## src/rtl/aq_spsram_pkg.sv

```systemverilog
// Shared widths, state encoding and pin constants for the IFU 1024x16 SRAM access controller.
package aq_spsram_pkg;

    localparam int AQ_ADDR_WIDTH = 10;
    localparam int AQ_DATA_WIDTH = 16;

    typedef enum logic {
        ST_INIT = 1'b0,
        ST_RUN  = 1'b1
    } state_t;

    // Macro write-enable pins are active-low, so all-ones masks every bit.
    localparam logic [AQ_DATA_WIDTH-1:0] WEN_ALL_ONES = '1;

endpackage

```

## src/rtl/aq_spsram_init_cnt.sv

```systemverilog
// Zeroing-sweep address counter: clear restarts at entry 0, inc advances one entry per cycle.
// Wraps after the last entry; last is combinational from the current count.
module aq_spsram_init_cnt #(
    parameter int WIDTH = 10
) (
    input  logic             clk,
    input  logic             rst,
    input  logic             clr,
    input  logic             inc,
    output logic [WIDTH-1:0] cnt,
    output logic             last
);

    always_ff @(posedge clk) begin
        if (rst || clr) begin
            cnt <= '0;
        end else if (inc) begin
            cnt <= cnt + 1'b1;
        end
    end

    assign last = &cnt;

endmodule

```

## src/rtl/aq_spsram_1024x16_arb.sv

```systemverilog
// Single-port SRAM controller: round-robin fill/lookup arbitration, zeroing sweep after reset/flush.
// Grants are combinational (0 cycles), read data 1 cycle after grant; requesters hold until granted.
module aq_spsram_1024x16_arb
    import aq_spsram_pkg::*;
#(
    parameter int ADDR_WIDTH = AQ_ADDR_WIDTH,
    parameter int DATA_WIDTH = AQ_DATA_WIDTH
) (
    input  logic                  CLK,
    input  logic                  RST,
    input  logic                  flush_req,
    output logic                  init_done,
    input  logic                  wr_req,
    input  logic [ADDR_WIDTH-1:0] wr_addr,
    input  logic [DATA_WIDTH-1:0] wr_data,
    input  logic [DATA_WIDTH-1:0] wr_wen,
    output logic                  wr_gnt,
    input  logic                  rd_req,
    input  logic [ADDR_WIDTH-1:0] rd_addr,
    output logic                  rd_gnt,
    output logic                  rd_vld,
    output logic [DATA_WIDTH-1:0] rd_data,
    output logic [ADDR_WIDTH-1:0] SRAM_A,
    output logic                  SRAM_CEN,
    output logic                  SRAM_GWEN,
    output logic [DATA_WIDTH-1:0] SRAM_WEN,
    output logic [DATA_WIDTH-1:0] SRAM_D,
    input  logic [DATA_WIDTH-1:0] SRAM_Q
);

    state_t                  state_q, state_d;
    logic                    last_gnt_q;      // 1: write won the most recent tie
    logic                    rd_vld_q;
    logic [ADDR_WIDTH-1:0]   cnt;
    logic                    cnt_last, cnt_inc, cnt_clr;

    aq_spsram_init_cnt #(
        .WIDTH (ADDR_WIDTH)
    ) u_init_cnt (
        .clk  (CLK),
        .rst  (RST),
        .clr  (cnt_clr),
        .inc  (cnt_inc),
        .cnt  (cnt),
        .last (cnt_last)
    );

    always_ff @(posedge CLK) begin
        if (RST) begin
            state_q    <= ST_INIT;
            last_gnt_q <= 1'b0;
            rd_vld_q   <= 1'b0;
        end else begin
            state_q  <= state_d;
            rd_vld_q <= rd_gnt;
            if (wr_req && rd_req && (wr_gnt || rd_gnt)) begin
                last_gnt_q <= wr_gnt;
            end
        end
    end

    always_comb begin
        state_d   = state_q;
        wr_gnt    = 1'b0;
        rd_gnt    = 1'b0;
        cnt_inc   = 1'b0;
        cnt_clr   = 1'b0;
        SRAM_A    = '0;
        SRAM_D    = '0;
        SRAM_CEN  = 1'b1;
        SRAM_GWEN = 1'b1;
        SRAM_WEN  = WEN_ALL_ONES;

        // Pins stay idle while RST is held even though state already reads INIT.
        if (!RST) begin
            if (state_q == ST_INIT) begin
                SRAM_CEN  = 1'b0;
                SRAM_GWEN = 1'b0;
                SRAM_WEN  = '0;
                SRAM_A    = cnt;
                cnt_inc   = 1'b1;
                if (cnt_last) begin
                    state_d = ST_RUN;
                end
            end else if (flush_req) begin
                state_d = ST_INIT;
                cnt_clr = 1'b1;
            end else begin
                if (wr_req && (!rd_req || !last_gnt_q)) begin
                    wr_gnt    = 1'b1;
                    SRAM_CEN  = 1'b0;
                    SRAM_GWEN = 1'b0;
                    SRAM_A    = wr_addr;
                    SRAM_D    = wr_data;
                    SRAM_WEN  = wr_wen;
                end else if (rd_req) begin
                    rd_gnt    = 1'b1;
                    SRAM_CEN  = 1'b0;
                    SRAM_A    = rd_addr;
                end
            end
        end
    end

    assign init_done = (state_q == ST_RUN) && !RST;
    assign rd_vld    = rd_vld_q;
    assign rd_data   = SRAM_Q;

endmodule
```

## config.mk

```make
export PLATFORM = sky130hd
export DESIGN_NAME = aq_spsram_1024x16_arb
export DESIGN_NICKNAME = d
export VERILOG_FILES = /design/src/rtl/aq_spsram_pkg.sv /design/src/rtl/aq_spsram_init_cnt.sv /design/src/rtl/aq_spsram_1024x16_arb.sv
export SDC_FILE = /design/constraint.sdc
export NUM_CORES = 1
export LEC_CHECK = 0
export BUFFER_PORTS_ARGS = -buffer_cell sky130_fd_sc_hd__buf_2
export CAP_MARGIN = 20
export CORE_UTILIZATION = 35
export DETAILED_ROUTE_END_ITERATION = 8
export GPL_ROUTABILITY_DRIVEN = 0
export GPL_TIMING_DRIVEN = 1
export PLACE_DENSITY = 0.78
export SKIP_LAST_GASP = 1
export SLEW_MARGIN = 20
export SYNTH_ARGS = -nofsm -noshare
export SYNTH_HDL_FRONTEND = slang
export SYNTH_SLANG_ARGS = --single-unit
```

## constraint.sdc

```tcl
create_clock -name CLK -period 1.8 [get_ports CLK]
set_input_delay 0.18 -clock CLK [delete_from_list [all_inputs] [get_ports CLK]]
set_output_delay 0.18 -clock CLK [all_outputs]
set_load 0.05 [all_outputs]
```

==> summary.md <==
| Metric | Value |
|---|---|
| Max Root-Sink Buffers | 2 |
| Clock slew at reported path FFs | 90 ps |
| Drt initial violations | 79 |
| Vias post-DR | roughly 1600 |
| Status | finished with violations |
| Antenna cells | 0 |
| Seq/Total Area, Yosys | 0.2068 |
| PwrDens | roughly 350 nW/µm² |
| CTS Buf Count | 3 |
| Initial antenna violation count | 0 |
| Chip Height | between 60 and 70 µm |
| Vias per cell | approximately 5.2 |
| Startpoint Class | flip-flop |
| Fin nets | 336 |
| Placeable core area | 3390 µm² |
| WL final | around 4500 µm |
| Initial Util | 0.3714 |
| Static leakage power | roughly 0.00097 µW |
| Clk sinks | 13 |
| Failing checks | setup timing |
| Vias in the first global route | between 1000 and 1500 |
| Min Clock Period, post-route | around 1900 ps |
| Worst Setup Path Type | flip-flop to output pin |
| Final instance area | between 2000 and 2500 µm² |
| TritonCTS clock tree | yes |
| CP Cell Sequence | or3b_4 -> nor2_4 -> clkbuf_16 -> a221o_2 -> buf_6 |
| Worst-Skew Late Latency | ~280 ps |
| Hold buffer count at cts | 0 |
| Cell count after synthesis | 170 |
| DRT antenna net count | 0 |
| Final Hold Fails | 0 |
| Slew HR | 0.7197 |
| Min-delay worst type | input pin to flip-flop |
| Buffers on Ports | 104 |
| Worst slew pin tran | roughly 420 ps |
| Yosys warning count | 0 |
| Unique masters post-synth | 38 |
| Total design power | between 700 and 800 µW |
| Seq cells post-synth | 13 |
| Top-Level Pins | 137 |
| Total GRT Usage | 0.1786 |
| First-pass GRT wire length | 4974 µm |
| Max cap viols | 0 |
| Placed wire-length estimate | 2743 µm |
| Rows | 21 |
| Root buf cell | clkbuf_4 |
| Commonest non-fill, non-tap cell in the layout | buf_2 |
| Crit Path Max Fanout | 7 |
| Required time worst endpoint | 1620 ps |
| Worst clock skew | 5.678 ps |
| Grt total ovfl | 0 |
| Setup slack after layout | -135.6 ps |
| Mapped Area | roughly 1300 µm² |
| Peak Freq | 516.6 MHz |
| Commonest non-fill, non-tap cells in the layout | 76 x buf_2, 22 x nand2_1, 20 x buf_6 |
| Peak supply drop | between 0.0002 and 0.00025 V |
| Net count after synthesis | 244 |
| Final Cycle Share | 1.075 |
| Drt pass-1 iters | 4 |
| Share of post-route cells with drive strength above 1 | 0.5517 |
| Crit path largest cell delay | between 400 and 500 ps |
| Placement-stage cell area | 1773 µm² |
| WL/cell | about 15 µm |
| FF-to-FF setup slack | roughly 170 ps |
| Drt drc | 0 |
| Unrepaired setup endpoints after global routing | yes |
| Fill count | ~260 |
| Die width | 61.97 µm |
| Largest net degree at the start of global routing | 37 |
| Setup violators final | 26 |
| Final Max Slew Viols | 0 |
| H-Tree Depth | 1 |
| Critical path capture point type | output pin |
| Synth-to-layout area growth | 66.10% |
| Avg Cell Area, Syn | 7.404 µm² |
| Die Area | 3840 µm² |
| Crit path DAT | around 1800 ps |
| Slowest CP cell | or3b_4 |
## registers in the layout (all words and copies together), names as in the netlist
| name | count |
|---|---|
| last_gnt_q | 1 |
| rd_vld | 1 |
| state_q | 1 |
| u_init_cnt.cnt | 10 |
## critical path: cells and delay by family (launching register included)
| kind | cells | cell delay (ps) |
|---|---|---|
| AND/OR/NAND/NOR | 2 | 630 |
| flip-flops | 1 | 340 |
| buffers and inverters | 2 | 340 |
| AO/OA/AOI/OAI | 1 | 170 |
## stage by stage
step / hold slack, ps / setup TNS, ps / cells / setup slack [ps] / utilization
2_1_floorplan: 366.4 / -2658 / 170 / -277.4 / -
3_3_place_gp: 360.3 / 0 / 300 / 84.04 / 0.5231
3_5_place_dp: 360.3 / 0 / 300 / 57.28 / 0.5231
4_1_cts: 253.7 / -903.3 / 304 / -99.57 / 0.5788
5_1_grt: 278.9 / -4077 / 307 / -198.1 / 0.6168
6_report: 288.6 / -2424 / 307 / -135.6 / 0.6168
## what timing repair did
| item | in CTS | in global routing |
|---|---|---|
| endpoints found under the setup margin | 28 | 36 |
| buffers inserted | 0 | 1 |
| gates cloned | 0 | 2 |
| resized for setup | 52 | 30 |
| pin swaps | 1 | 10 |
## layer usage
metal / GRT usage / vias to the layer above / share of wire
met5: 0 / - / 0
met4: 0.08254 / 0 / 0.022
met2: 0.3207 / 80 / 0.51
met1: 0.2055 / 743 / 0.40
met3: 0.02899 / 8 / 0.069
li1: - / 768 / -
## synthesized netlist by cell type
library cell	instances	share of area
buf_4	16	0.095
mux2i_1	1	0.0080
nand4b_1	2	0.014
nor3_4	1	0.013
a21bo_2	1	0.0080
nand3_1	1	0.0040
a221o_1	9	0.072
o22a_1	1	0.0070
xnor2_1	1	0.0070
nand2_1	22	0.066
nand2b_1	2	0.0099
ha_1	1	0.0099
dfxtp_1	13	0.21
nand4_1	1	0.0050
o32ai_1	1	0.0070
o21ai_1	1	0.0040
nand3b_1	17	0.10
a21o_1	1	0.0060
a21oi_1	8	0.032
nor2b_1	2	0.0099
xor2_1	2	0.014
nand4bb_1	1	0.0089
or3_1	3	0.015
nor4_1	1	0.0050
buf_2	3	0.012
or4_1	3	0.018
nor3b_1	1	0.0060
inv_1	6	0.018
nor2_1	4	0.012
and2_1	22	0.11
o31ai_1	3	0.018
nor2_4	1	0.0089
clkbuf_1	7	0.021
o41ai_1	1	0.0070
nor3_1	4	0.016
or3b_1	1	0.0070
o21ai_0	4	0.016
clkbuf_2	1	0.0040
## report_power, final
part / switching, µW / internal (µW) / leakage (µW)
clock: 99.0 / 85.8 / 0.0000150
combinational: 154 / 91.7 / 0.000845
sequential: 5.75 / 292 / 0.000106
total: 259 / 470 / 0.000966
## path summary, 6_finish.rpt
path / start / endpoint / cells past startpoint
worst max-delay path: state_q$_SDFF_PP0_ / SRAM_A[3] / 5
worst min-delay path: rd_req / rd_vld$_SDFF_PP0_ / 3
worst max register to register: state_q$_SDFF_PP0_ / u_init_cnt.cnt[5]$_SDFFE_PP0P_ / 4
worst min register to register: u_init_cnt.cnt[9]$_SDFFE_PP0P_ / u_init_cnt.cnt[9]$_SDFFE_PP0P_ / 2
## final cells by class
type                    instances  area (µm²)  share of cell area
clock buffers                   4       26.28             0.01257
inverters                       6       22.52             0.01077
multi-input cells             124       857.1              0.4099
flip-flops and latches         13       261.5              0.1251
well taps                      46       57.56             0.02753
repair buffers                114       865.8              0.4141
## cells by family after synthesis
| kind of cell | share of synthesized area |
|---|---|
| xor gates and xnor gates | 0.02088 |
| adders and majority gates | 0.009939 |
| DFF | 0.2068 |
| and+or+nand+nor | 0.4284 |
| AOI/OAI and AO/OA | 0.1760 |
| muxes | 0.007953 |
| buffers and inverters | 0.1501 |
Note: power is estimated with default switching activity, not from simulation.
